File: src/rtl/dmem_arb_pkg.sv
// Shared types and constants for the data-memory arbiter between the CPU
// MEM stage and the DMA/loader port.
package dmem_arb_pkg;

  localparam int unsigned DMEM_W         = 16;
  localparam int unsigned STARVE_MAX_DEF = 4;
  localparam int unsigned BURST_MAX_DEF  = 4;

  typedef enum logic {
    ST_CPU = 1'b0,
    ST_DMA = 1'b1
  } arb_state_t;

endpackage

File: src/rtl/dmem_arbiter.sv
// Single-port data memory arbiter: CPU priority with a DMA starvation bound,
// short DMA burst locking, and a pipeline stall whenever the CPU loses a cycle.
module dmem_arbiter
  import dmem_arb_pkg::*;
#(
  parameter int unsigned STARVE_MAX = STARVE_MAX_DEF,
  parameter int unsigned BURST_MAX  = BURST_MAX_DEF
) (
  input  logic              clk,
  input  logic              rst,
  input  logic              cpu_req,
  input  logic              cpu_we,
  input  logic [DMEM_W-1:0] cpu_addr,
  input  logic [DMEM_W-1:0] cpu_wdata,
  output logic [DMEM_W-1:0] cpu_rdata,
  output logic              cpu_stall,
  input  logic              dma_req,
  input  logic              dma_we,
  input  logic [DMEM_W-1:0] dma_addr,
  input  logic [DMEM_W-1:0] dma_wdata,
  input  logic              dma_burst,
  output logic              dma_gnt,
  output logic [DMEM_W-1:0] dma_rdata,
  output logic              dma_rvalid,
  output logic [DMEM_W-1:0] mem_addr,
  output logic [DMEM_W-1:0] mem_wdata,
  output logic              mem_we,
  input  logic [DMEM_W-1:0] mem_rdata
);

  localparam logic [3:0] STARVE_LIM = 4'(STARVE_MAX);
  localparam logic [3:0] BURST_LIM  = 4'(BURST_MAX);
  localparam logic       BURST_OK   = (BURST_MAX > 1);

  arb_state_t        r_state;
  arb_state_t        w_state_nxt;
  logic [3:0]        r_starve_cnt;
  logic [3:0]        w_starve_nxt;
  logic [3:0]        r_beat_cnt;
  logic [3:0]        w_beat_nxt;
  logic              w_dma_win;
  logic [DMEM_W-1:0] r_dma_rdata;
  logic              r_dma_rvalid;

  assign w_dma_win = dma_req & ((r_state == ST_DMA) | ~cpu_req |
                                (r_starve_cnt == STARVE_LIM));

  assign dma_gnt    = w_dma_win;
  assign cpu_stall  = cpu_req & w_dma_win;
  assign cpu_rdata  = mem_rdata;
  assign mem_addr   = w_dma_win ? dma_addr  : cpu_addr;
  assign mem_wdata  = w_dma_win ? dma_wdata : cpu_wdata;
  assign mem_we     = w_dma_win ? dma_we    : (cpu_req & cpu_we);
  assign dma_rdata  = r_dma_rdata;
  assign dma_rvalid = r_dma_rvalid;

  always_comb begin
    w_state_nxt  = r_state;
    w_beat_nxt   = r_beat_cnt;
    w_starve_nxt = '0;
    if (dma_req & ~w_dma_win)
      w_starve_nxt = (r_starve_cnt == STARVE_LIM) ? STARVE_LIM : r_starve_cnt + 4'd1;

    unique case (r_state)
      ST_CPU: begin
        // The entry beat itself counts as the first beat of the burst.
        if (w_dma_win & dma_burst & BURST_OK) begin
          w_state_nxt = ST_DMA;
          w_beat_nxt  = 4'd1;
        end
      end
      ST_DMA: begin
        if (!dma_req || !dma_burst || (r_beat_cnt + 4'd1 == BURST_LIM)) begin
          w_state_nxt = ST_CPU;
          w_beat_nxt  = '0;
        end else begin
          w_beat_nxt  = r_beat_cnt + 4'd1;
        end
      end
    endcase
  end

  always_ff @(posedge clk) begin
    if (rst) begin
      r_state      <= ST_CPU;
      r_starve_cnt <= '0;
      r_beat_cnt   <= '0;
      r_dma_rdata  <= '0;
      r_dma_rvalid <= 1'b0;
    end else begin
      r_state      <= w_state_nxt;
      r_starve_cnt <= w_starve_nxt;
      r_beat_cnt   <= w_beat_nxt;
      r_dma_rvalid <= w_dma_win & ~dma_we;
      if (w_dma_win & ~dma_we)
        r_dma_rdata <= mem_rdata;
    end
  end

endmodule

File: config.mk
export PLATFORM = sky130hd
export DESIGN_NAME = dmem_arbiter
export DESIGN_NICKNAME = d
export VERILOG_FILES = /design/src/rtl/dmem_arb_pkg.sv /design/src/rtl/dmem_arbiter.sv
export SDC_FILE = /design/constraint.sdc
export NUM_CORES = 1
export LEC_CHECK = 0
export BUFFER_PORTS_ARGS = -buffer_cell sky130_fd_sc_hd__buf_2
export CAP_MARGIN = 20
export CORE_ASPECT_RATIO = 1.4
export CORE_MARGIN = 5
export CORE_UTILIZATION = 32
export CTS_BUF_LIST = sky130_fd_sc_hd__clkbuf_4 sky130_fd_sc_hd__clkbuf_8 sky130_fd_sc_hd__clkbuf_16
export CTS_CLUSTER_SIZE = 14
export DETAILED_ROUTE_END_ITERATION = 6
export PLACE_DENSITY = 0.78
export SLEW_MARGIN = 10
export SYNTH_ARGS = -nofsm -noshare
export SYNTH_HDL_FRONTEND = slang
export SYNTH_SLANG_ARGS = --single-unit
File: constraint.sdc
create_clock -name clk -period 2.2 [get_ports clk]
set_input_delay 0.22 -clock clk [delete_from_list [all_inputs] [get_ports clk]]
set_output_delay 0.22 -clock clk [all_outputs]
set_load 0.01 [all_outputs]
## Word level (Yosys, flattened, before mapping)

Index checks and enable logic that the tools add are counted.

- Register bits after elaboration: 26
- Input bits: 87
- Output and inout bits: 68
- Word-level logic and storage cells: 40

- $add $sub $neg: 2
- Equality and inequality tests: 3
- Mux-type cells: 10
- Bitwise gates (word level): 13
- Reduce and logical (&&, ||, !) cells: 6

Operators by type and width:

| operator | number |
|---|---|
| $mux W16 | 2 |
| $add A4 B1 Y4 const B | 2 |
| $eq A4 B3 Y1 const B | 2 |
| $mux W4 | 2 |
| $pmux W4 S2 | 1 |
| $and A1 B1 Y1 | 6 |
| $not A1 Y1 | 5 |
| $mux W1 | 3 |
| $mux W3 | 1 |
| $reduce_or A3 Y1 | 1 |
| $logic_not A1 Y1 | 2 |
| $logic_or A1 B1 Y1 | 2 |
| $ne A2 B2 Y1 const B | 1 |
| $or A1 B1 Y1 | 2 |
| $pmux W1 S2 | 1 |
| $reduce_or A2 Y1 | 1 |

## Depth between registers and ports, before layout

- Depth after elaboration: 8
- Mapped depth: 7
- Depth with buffers taken out: 6

## Least setup slack after synthesis

OpenSTA, ideal clock, no wires.

- Path type: flip-flop to output port
- From: reg r_starve_cnt[0]
- To: out mem_addr[0]
- Data arrival time: 1565 ps
- Required time: 1980 ps
- Path slack: 415 ps
- Stages on the path, launching flop included: 7
- Path buffers: 1
- Cells stage by stage: dfxtp_1 > inv_1 > ha_1 > and3b_1 > o21ai_4 > buf_6 > mux2_2

- Word-level cells in the longest chain between the ends: 4

RTL lines:

| item | line | text |
|---|---|---|
| start, declared | dmem_arbiter.sv:37 | `logic [3:0] r_starve_cnt;` |
| start signal, assigned | dmem_arbiter.sv:92 | `r_starve_cnt <= w_starve_nxt;` |
| $eq A4 B3 Y1 | dmem_arbiter.sv:46 | `(r_starve_cnt == STARVE_LIM));` |
| $or A1 B1 Y1 | dmem_arbiter.sv:45 | `assign w_dma_win = dma_req & ((r_state == ST_DMA) \| ~cpu_req \|` |
| $and A1 B1 Y1 | dmem_arbiter.sv:45 |  |
| $mux W16 | dmem_arbiter.sv:51 | `assign mem_addr = w_dma_win ? dma_addr : cpu_addr;` |
| end, declared | dmem_arbiter.sv:25 | `output logic [DMEM_W-1:0] mem_addr,` |

No other way between the ends.

## Worst setup path after layout

- From: reg r_starve_cnt[1]
- To: out mem_addr[13]

Same word-level chain as after synthesis.

==> impl_metrics.ini <==
[run_status]
status = complete, no violations

[yosys]
netlist_area_sq_um = 1658
ys_seq_area_share_pct = 31.40
synthArstFlopShare_pct = 0
ys_types = 31
netlist_instances = 187
netlist_top_cells_count = mux2_2 (32), dfxtp_1 (26), a21oi_1 (19), buf_4 (19), o21ai_0 (19)
ys_ff_latch = 26
synth.most_common_cell = mux2_2
synthFlopType = dfxtp_1
synth_area_leader_cell = dfxtp_1
synth_nets = 278
synth_edf_count = 0
yosys.area.top_type_share_pct = 31.40
syn_avg_cell_area_sq_um = 8.865
synth_area_leaders = dfxtp_1 (31%), mux2_2 (22%), buf_4 (8.6%)
ys_warn_count = 0

[worst_setup_path]
crit_path_end_kind = output port
rrSetupSlack_ps = 290
r2r-end = dma_rdata[12]
critical_path_arrival_ps = 1970
critPathKind = flop to output port
reg2regPathDepth = 10
crit_path_start_kind = flop
critPathRequiredTime_ps = 1980
cp_max_fo = 6
startpoint = r_starve_cnt[1]
reg2reg_from = r_starve_cnt[1]
endpoint = mem_addr[13]

[layout]
fin_nets = 428
antenna_cells = 0
drive_gt1_share_pct = 64.29
synthToLayoutAreaGrowth_pct = 73.36
stdcell_count = 402

[clock_tree]
cts_hold_buf = 0
h-tree-depth = 1
cts.reportedPaths.clkPinSlew_ps = 90
clockRootBuffer = clkbuf_8
clk_path_buf_depth = 2
clk-insertion-delay-late_ps = 270
cts.sinks = 26
cts_buffers = 3
cts_tree = yes

[global_routing]
antenna_found_initial = 0
grt_pass1_vias = 1991
grt_max_degree = 24
track_usage_pct = 19.57
grt_pass1_wl_mm = 10.26
overflow = 0

[floorplanning]
fp.dieH_microns = 95.17
die_area_sq_um = 6741
core.rowCount = 31
die_w_microns = 70.83
core_sq_um = 5120
pin_count = 155
start_util_pct = 32.38

[min_path]
worstHoldPathCells = 3
hold_start = mem_rdata[14]
hold_path.class = input pin to flop

[sta]
finClkSkew_ps = 7.206
whs_ps = 192.7
finalMaxSlewViolations = 0
fin_ws_ps = 11.40
post-route-period-util_pct = 99.48
rsz0062_at_grt = yes
tightest_slew_ps = 518.4
max_freq_mhz = 456.9
relSlewSlack_pct = 65.44
setup_viol = 0
post-route-min-period_ps = 2189
finalHoldViolCount = 0

[drt]
routed-wl-met3_microns = 965
ant_nets = 0
met1_length_mm = 2.932
vias = 1969
wl_per_cell_microns = 18.15
drc = 0
met2WireLength_mm = 3.324
wl_mm = 7.297
drtPass1Iterations = 4
top_layer_used = met4
vias_per_cell = 4.898
drt_iter0_markers = 28

[run]
maxCapViolCount = 0

[placed_design]
dp.cells = 386
place_congestion = 0.7718
numPortBuffers = 154
preCtsSetupSlack_ps = 153.3
hpwl_mm = 5.474

[pwr]
p_leak_uw = 0.001471
power_density_nw_per_um2 = 471.2
vdd_drop_max_mv = 0.3467
-- sequential cells by signal, indices dropped and copies added (netlist names) --
signal        count
dma_rdata        16
dma_rvalid        1
r_beat_cnt        4
r_starve_cnt      4
r_state           1
-- worst min-delay path by stage --
stage	to	slack, ps
2_1_floorplan	r_beat_cnt[2]	290
3_3_place_gp	r_starve_cnt[0]	440
3_5_place_dp	r_starve_cnt[0]	460
4_1_cts	dma_rdata[13]	190
5_1_grt	dma_rdata[6]	180
6_report	dma_rdata[14]	190
-- area by class of cell --
cell class | count | area (sq um)
inverter | 7 | 26.28
timing repair buffer | 170 | 1166
tap | 66 | 82.58
fill | 502 | 2246
multi-input combinational | 129 | 1005
clock buffer | 3 | 41.29
sequential | 26 | 523.0
clock inverter | 1 | 30.03
-- metal layers --
metal	track usage, %	up-vias
met3	5.802	6
met5	0	-
met1	25.53	887
met2	32.20	139
met4	3.762	0
li1	-	937
-- cells by family after synthesis --
kind of cell	share of synthesized area, %
buffers and inverters	12.91
DFF	31.40
xor gates and xnor gates	0.5284
adders and majority gates	3.019
and+or+nand+nor	13.06
muxes	21.74
AOI/OAI and AO/OA	17.36
-- power breakdown --
group          total (uW)  internal (uW)  switching (uW)
sequential            492            484            8.08
combinational         473            270             203
clock                 389            243             146
-- metrics by stage --
step	util (%)	TNS, ps	total power, uW	instance area, sq um
5_1_grt	56.13	-161.0	1417	2874
4_1_cts	53.89	-14.74	1326	2759
3_5_place_dp	45.97	0	845.0	2354
6_report	56.13	0	1354	2874
2_1_floorplan	-	0	684.6	1658
3_3_place_gp	45.97	0	842.6	2354
-- critical path, cell delays in order (launching register included) --
cell and delay, ps:
dfxtp_2 340, inv_2 40, ha_4 150, and3b_2 220, o21ai_4 200, buf_12 150, buf_8 120, mux2_2 360
buf_6 130
-- what timing repair did --
action / 4_1_cts / 5_1_grt
gates resized for setup: 43 / 27
setup buffers: 8 / 2
setup endpoints to repair: 34 / 34
pin swaps: 2 / 2
endpoints found under the hold margin: 0 / 0
gates cloned: 3 / 0
-- placed cells by master, fill, tap and decap left out, types with 2 or more instances in the layout --
master    synthesis  layout
clkbuf_8          0       3
nand3_1           5       5
dfxtp_1          26      24
nand2_1          18      18
buf_4            19       8
inv_2             0       2
a311oi_1          2       2
inv_1             7       5
buf_2             0     124
a21oi_1          19      19
ha_1              4       3
nor2_1            7       7
mux2_4            0      18
nand2b_1          4       4
buf_6             3      32
nand3b_1          2       2
buf_8             0       3
dfxtp_2           0       2
a31oi_1           2       2
mux2_2           32      14
o21ai_0          19      18
(Power assumes the default switching activity.)
